<file path="src/rtl/clock_pkg.sv">
// ---------------------------------------------------------------------------
// clock_pkg
// Shared definitions for the DigitalClock key front end.
//   KEY_MODE / KEY_INC / KEY_ALARM_OFF : bit positions of the keys in key_n
//   db_state_t                         : per-key debounce FSM state
//   ms_to_cycles()                     : milliseconds -> clock cycles
// ---------------------------------------------------------------------------
package clock_pkg;

   localparam int KEY_MODE      = 0;
   localparam int KEY_INC       = 1;
   localparam int KEY_ALARM_OFF = 2;

   typedef enum logic [1:0] {
      DB_IDLE       = 2'd0,  // debounced released
      DB_PRESS_WAIT = 2'd1,  // raw low, waiting for it to stay low
      DB_HELD       = 2'd2,  // debounced pressed
      DB_REL_WAIT   = 2'd3   // raw high, waiting for it to stay high
   } db_state_t;

   function automatic int ms_to_cycles(input int clk_hz, input int ms);
      return (clk_hz / 1000) * ms;
   endfunction

endpackage

</file>
<file path="src/rtl/key_debounce_ch.sv">
// ---------------------------------------------------------------------------
// key_debounce_ch
// One key: two-flop synchroniser, 4-state debounce FSM, saturating stability
// counter and (with KEY_REPEAT_EN defined) an auto-repeat counter while held.
//   clk           : system clock
//   rst           : synchronous active-high reset
//   key_n         : raw asynchronous key, 0 = pressed
//   level         : debounced state, 1 = pressed
//   press_pulse   : one-cycle pulse on debounced press (and on repeats)
//   release_pulse : one-cycle pulse on debounced release
//   state         : current FSM state (debug visibility)
// Optional feature macro: KEY_REPEAT_EN
// ---------------------------------------------------------------------------
module key_debounce_ch
   import clock_pkg::*;
#(
   parameter int DB_CYCLES = 20
`ifdef KEY_REPEAT_EN
   ,
   parameter int REPEAT_DELAY = 50,
   parameter int REPEAT_RATE  = 20
`endif
) (
   input  logic      clk,
   input  logic      rst,
   input  logic      key_n,
   output logic      level,
   output logic      press_pulse,
   output logic      release_pulse,
   output db_state_t state
);

   localparam int            CW       = $clog2(DB_CYCLES + 1);
   localparam logic [CW-1:0] CNT_LAST = CW'(DB_CYCLES - 1);

   logic          sync_meta;
   logic          sync_n;     // synchronised raw key, still active-low
   db_state_t     state_nx;
   logic [CW-1:0] cnt;
   logic [CW-1:0] cnt_nx;
   logic          level_nx;
   logic          press_nx;
   logic          release_nx;
   logic          rep_fire;

   // Synchroniser resets to "released" so reset never looks like a press edge.
   always_ff @(posedge clk) begin
      if (rst) begin
         sync_meta <= 1'b1;
         sync_n    <= 1'b1;
      end else begin
         sync_meta <= key_n;
         sync_n    <= sync_meta;
      end
   end

   always_ff @(posedge clk) begin
      if (rst) begin
         state         <= DB_IDLE;
         cnt           <= '0;
         level         <= 1'b0;
         press_pulse   <= 1'b0;
         release_pulse <= 1'b0;
      end else begin
         state         <= state_nx;
         cnt           <= cnt_nx;
         level         <= level_nx;
         press_pulse   <= press_nx;
         release_pulse <= release_nx;
      end
   end

   // The counter only advances while below CNT_LAST; reaching it ends the
   // wait, so it saturates by construction and never wraps.
   always_comb begin
      state_nx   = state;
      cnt_nx     = cnt;
      level_nx   = level;
      press_nx   = 1'b0;
      release_nx = 1'b0;
      case (state)
         DB_IDLE: begin
            if (!sync_n) begin
               state_nx = DB_PRESS_WAIT;
               cnt_nx   = '0;
            end
         end
         DB_PRESS_WAIT: begin
            if (sync_n) begin
               state_nx = DB_IDLE;
            end else if (cnt == CNT_LAST) begin
               state_nx = DB_HELD;
               press_nx = 1'b1;
               level_nx = 1'b1;
            end else begin
               cnt_nx = cnt + CW'(1);
            end
         end
         DB_HELD: begin
            // A repeat due on the same cycle the key starts releasing still fires.
            press_nx = rep_fire;
            if (sync_n) begin
               state_nx = DB_REL_WAIT;
               cnt_nx   = '0;
            end
         end
         DB_REL_WAIT: begin
            if (!sync_n) begin
               state_nx = DB_HELD;
            end else if (cnt == CNT_LAST) begin
               state_nx   = DB_IDLE;
               release_nx = 1'b1;
               level_nx   = 1'b0;
            end else begin
               cnt_nx = cnt + CW'(1);
            end
         end
         default: state_nx = DB_IDLE;
      endcase
   end

`ifdef KEY_REPEAT_EN
   localparam int            RMAX       = (REPEAT_DELAY > REPEAT_RATE) ? REPEAT_DELAY : REPEAT_RATE;
   localparam int            RW         = $clog2(RMAX + 1);
   localparam logic [RW-1:0] DELAY_LAST = RW'(REPEAT_DELAY - 1);
   localparam logic [RW-1:0] RATE_LAST  = RW'(REPEAT_RATE - 1);

   logic [RW-1:0] rep_cnt;
   logic          rep_first;  // next repeat uses the long initial delay

   assign rep_fire = (state == DB_HELD) &&
                     (rep_cnt == (rep_first ? DELAY_LAST : RATE_LAST));

   always_ff @(posedge clk) begin
      if (rst || (state != DB_HELD)) begin
         rep_cnt   <= '0;
         rep_first <= 1'b1;
      end else if (rep_fire) begin
         rep_cnt   <= '0;
         rep_first <= 1'b0;
      end else begin
         rep_cnt <= rep_cnt + RW'(1);
      end
   end
`else
   assign rep_fire = 1'b0;
`endif

endmodule

</file>
<file path="src/rtl/key_debounce.sv">
// ---------------------------------------------------------------------------
// key_debounce
// Conditions NUM_KEYS active-low push-buttons into clean debounced levels and
// single-cycle press/release pulses (bit 0 = mode, 1 = inc, 2 = alarm_off).
//   clk         : system clock, rising edge
//   rst         : synchronous active-high reset
//   key_n       : raw asynchronous keys, 0 = pressed
//   key_level   : debounced state, 1 = pressed
//   key_press   : one-cycle pulse per debounced press (and repeats if enabled)
//   key_release : one-cycle pulse per debounced release
//   key_state   : per-key FSM state, 2 bits per key (debug visibility)
// Optional feature macro: KEY_REPEAT_EN (auto-repeat of key_press while held)
// ---------------------------------------------------------------------------
module key_debounce
   import clock_pkg::*;
#(
   parameter int CLK_HZ          = 50_000_000,
   parameter int DEBOUNCE_MS     = 10,
   parameter int NUM_KEYS        = 3,
   parameter int REPEAT_DELAY_MS = 500,
   parameter int REPEAT_RATE_MS  = 100
) (
   input  logic                  clk,
   input  logic                  rst,
   input  logic [NUM_KEYS-1:0]   key_n,
   output logic [NUM_KEYS-1:0]   key_level,
   output logic [NUM_KEYS-1:0]   key_press,
   output logic [NUM_KEYS-1:0]   key_release,
   output logic [2*NUM_KEYS-1:0] key_state
);

   localparam int DB_CYCLES    = ms_to_cycles(CLK_HZ, DEBOUNCE_MS);
   localparam int REPEAT_DELAY = ms_to_cycles(CLK_HZ, REPEAT_DELAY_MS);
   localparam int REPEAT_RATE  = ms_to_cycles(CLK_HZ, REPEAT_RATE_MS);

   // A zero-length window would make the counter compare against -1.
   if ((DB_CYCLES < 1) || (REPEAT_DELAY < 1) || (REPEAT_RATE < 1)) begin : g_bad_cfg
      $error("key_debounce: timing parameters must give at least one cycle");
   end

   for (genvar i = 0; i < NUM_KEYS; i++) begin : g_key
      db_state_t ch_state;

      key_debounce_ch #(
         .DB_CYCLES    (DB_CYCLES)
`ifdef KEY_REPEAT_EN
         ,
         .REPEAT_DELAY (REPEAT_DELAY),
         .REPEAT_RATE  (REPEAT_RATE)
`endif
      ) u_ch (
         .clk           (clk),
         .rst           (rst),
         .key_n         (key_n[i]),
         .level         (key_level[i]),
         .press_pulse   (key_press[i]),
         .release_pulse (key_release[i]),
         .state         (ch_state)
      );

      assign key_state[2*i +: 2] = ch_state;
   end

endmodule
</file>
<file path="config.mk">
export PLATFORM = sky130hd
export DESIGN_NAME = key_debounce
export DESIGN_NICKNAME = d
export VERILOG_FILES = /design/src/rtl/clock_pkg.sv /design/src/rtl/key_debounce_ch.sv /design/src/rtl/key_debounce.sv
export SDC_FILE = /design/constraint.sdc
export NUM_CORES = 1
export LEC_CHECK = 0
export ABC_CLOCK_PERIOD_IN_PS = 4100
export CAP_MARGIN = 20
export CORE_MARGIN = 2
export CORE_UTILIZATION = 45
export CTS_CLUSTER_DIAMETER = 150
export CTS_CLUSTER_SIZE = 25
export DETAILED_ROUTE_END_ITERATION = 10
export PLACE_DENSITY = 0.66
export SYNTH_ARGS = -nofsm -noshare
export SYNTH_HDL_FRONTEND = slang
export SYNTH_SLANG_ARGS = --single-unit
</file>
<file path="constraint.sdc">
create_clock -name clk -period 4.1 [get_ports clk]
set_input_delay 0.41 -clock clk [delete_from_list [all_inputs] [get_ports clk]]
set_output_delay 0.41 -clock clk [all_outputs]
set_load 0.01 [all_outputs]
</file>
==> key figures <==
Cells and area
  • Layout fillers: ~800
  • ANT cells: 0
  • Layout net count: 471
  • Syn-to-layout area delta: 9.853%
  • Layout cell share with drive strength beyond 1: 0.08351

Yosys
  • Net Count, Synth: between 400 and 500
  • Sequential area share after synthesis: 0.4072
  • Post-synthesis compound-gate area fraction: 0.1237
  • Synth Area in Simple Gates: 0.3142
  • Largest family of logic cells by synthesized area: simple AND/OR/NAND/NOR gates
  • Most used DFF post-synth: dfxtp_1
  • Async S/R FF share, synth: 0
  • Post-synth EDFFs: 0
  • Synthesized flop and latch total: 78
  • Syn avg cell area: approximately 8.3 µm²
  • Synth Area in XOR/XNOR: 0.06591
  • Mapped Area: around 3800 µm²
  • Syn. warnings: 0
  • Synth Area in Adders: 0.009788
  • Distinct cells, synth: 63
  • Cell count after synthesis: 460
  • Mux share of post-synthesis cell area: 0.02121

GRT
  • Antenna violations before repair: 0
  • GR Overflow Total: 0
  • Overall global routing resource usage: 0.1833
  • Largest net degree at the start of global routing: 35
  • Global-route wire length before repair: 13.50 mm
  • Number of global-route vias before repair: 2887

CTS
  • TritonCTS Buffers: 9
  • Root Driver: clkbuf_8
  • CTS tree: built
  • Bufs on Longest Clock Path: 2
  • Post-CTS Setup Inserts: 0
  • CTS H-Tree Depth: 3
  • CTS clk-pin slew, worst paths: 0.08 ns
  • CTS Hold Bufs: 0
  • Clk_lat worst skew: 0.35 ns
  • CTS-repair resized insts: 0
  • CTS sink cnt: 78

Worst hold path
  • Hold depth: 1
  • Hold/Removal Path Class: reg2reg

Timing
  • Min cycle time layout: 2.324 ns
  • Fmax: about 430 MHz
  • Slew headroom: 0.3698
  • Setup Skew: 0.008154 ns
  • Unrepaired setup endpoints after global routing: no
  • Setup TNS: 0 ns
  • Setup WS post-layout: 1.776 ns
  • Max-slew violations: 0
  • Final worst-path cycle share: 0.5669
  • Final Hold Viols: 0
  • Worst Max-Slew Pin Slew: 0.9420 ns
  • # setup viols final: 0

Die
  • Std-Cell Rows: 33
  • # IOs: 20
  • Die W: 96.32 µm
  • Die area: 9277 µm²
  • Starting Density: 0.4644
  • Chip height: approximately 96 µm
  • Core Region: just over 8000 µm²

Route
  • Via count: between 3k and 4k
  • Initial DRT Pass Iterations: 5
  • Number of nets with antenna violations after detailed routing: 0
  • Vias per cell: 5.633
  • DRT Wirelength: 7.804 mm
  • 1st-iter DRT viols: 224
  • # DRC: 0
  • WL per Instance: 13.64 µm

Pwr
  • Pwr dens: 337.1 nW/µm²
  • VDD IR-drop max: roughly 0.15 mV
  • LEAKAGE: 1.376 nW

Critical path
  • CP required: 4.39 ns
  • Worst-case reg-to-reg path depth: 4
  • Crit start category: register
  • Critical path type: reg2reg
  • Worst Path Arrival: about 2.6 ns
  • Crit-path max FO: 11
  • Endpoint type of the worst setup path: register

Placed design
  • Place WS: between 1.5 and 2 ns
  • PortBufs: 19
  • HPWL after DPL: 5.339 mm
  • RD Place Congestion: 0.8526

Job
  • Total of max-cap violations: 0

Outcome
  • Result of the run: finished clean
[synthesized netlist by cell type, drive strengths merged, types with 2 or more instances]
master | number | area, µm²
dfxtp | 78 | 1562
nor2 | 58 | 225.2
nand3 | 36 | 180.2
nand2 | 31 | 116.4
o21ai | 21 | 120.1
a21oi | 18 | 93.84
nand4 | 17 | 106.4
buf | 16 | 111.4
nor3 | 16 | 85.08
nor4 | 16 | 106.4
xnor2 | 16 | 147.7
clkbuf | 15 | 58.81
inv | 14 | 52.55
xor2 | 12 | 105.1
or2 | 10 | 62.56
or3 | 10 | 62.56
and3 | 7 | 43.79
mux2i | 7 | 70.07
o31ai | 5 | 37.54
or4 | 5 | 41.29
a31o | 4 | 35.03
o211ai | 4 | 30.03
a22oi | 3 | 22.52
and4 | 3 | 26.28
ha | 3 | 37.54
nor4b | 3 | 26.28
o311ai | 3 | 26.28
o41ai | 3 | 33.79
a211oi | 2 | 15.01
a31oi | 2 | 12.51
and2 | 2 | 12.51
and4b | 2 | 20.02
nand2b | 2 | 15.02
nand4b | 2 | 17.52
nor2b | 2 | 12.51
[per-stage QoR]
stage          std cells    util  total power, mW  instance area, µm²  hold WS, ns
6_report             572  0.5102            1.420                4213       0.4227
2_1_floorplan        460       -           0.8353                3835       0.3895
4_1_cts              571  0.5095            1.434                4208       0.4267
3_5_place_dp         556  0.4855           0.8533                4009       0.4048
5_1_grt              572  0.5102            1.476                4213       0.4428
3_3_place_gp         556  0.4855           0.8527                4009       0.4010
[critical path: stages, from the launching register on]
cell	delay, ns
dfxtp_1	0.48
xor2_1	0.68
o21ai_1	0.44
or4_1	0.60
nand2_1	0.08
[area by class of cell]
cell class / count / area [µm²] / area share
Tap cell: 105 / 131.4 / 0.03119
Timing Repair Buffer: 23 / 217.7 / 0.05168
Clock buffer: 12 / 155.1 / 0.03683
Sequential cell: 78 / 1562 / 0.3707
Multi-Input combinational cell: 337 / 2051 / 0.4868
Inverter: 14 / 52.55 / 0.01247
Clock inverter: 3 / 43.79 / 0.01040
[per-layer routing]
layer	up-vias	part of all wire	GRT usage	wire length [µm]
met1	1471	0.48	0.2465	3733
li1	1649	-	-	-
met2	90	0.46	0.2917	3558
met4	0	0.016	0.07160	123
met5	-	0	0	0
met3	12	0.050	0.03289	389
[cell families after synthesis]
family,after synthesis
compound gates,71
simple gates,227
buf+inv,45
xor+xnor,28
mux,8
fa+ha+maj,3
flops,78
[where the power goes]
group	total, mW	leakage, nW	internal (mW)	switching (mW)
Clock	0.584	0.102	0.312	0.272
Sequential	0.773	0.630	0.765	0.00835
Combinational	0.0625	0.643	0.0258	0.0368
Total	1.42	1.38	1.10	0.318
[placed cells by master, fill, tap and decap left out, types with 7 or more instances in the layout]
master / count
nand3_1: 36
clkdlybuf4s50_1: 19
o21ai_1: 9
xor2_1: 12
or2_2: 9
nor2_1: 57
and3_1: 7
nand2_1: 31
clkbuf_8: 11
dfxtp_1: 78
nor4_1: 15
nand4_1: 17
or3_1: 10
xnor2_1: 15
mux2i_1: 7
inv_1: 14
o21ai_0: 10
a21oi_1: 17
nor3_1: 15
[final timing paths]
check	to	slack (ns)	from
min	g_key[1].u_ch.sync_n	0.42	g_key[1].u_ch.sync_meta
min reg2reg	g_key[1].u_ch.sync_n	0.42	g_key[1].u_ch.sync_meta
max	g_key[0].u_ch.cnt[5]	1.78	register
max reg2reg	g_key[0].u_ch.cnt[5]	1.78	register
[flip-flops by register name, summed over array words and instances, names as in the netlist, named ones only]
name / flops
g_key.u_ch.press_pulse: 3
g_key.u_ch.state: 3
g_key.u_ch.cnt: 57
g_key.u_ch.level: 3
g_key.u_ch.sync_n: 3
g_key.u_ch.sync_meta: 3
g_key.u_ch.release_pulse: 3
Note: power is estimated with default switching activity, not from simulation.
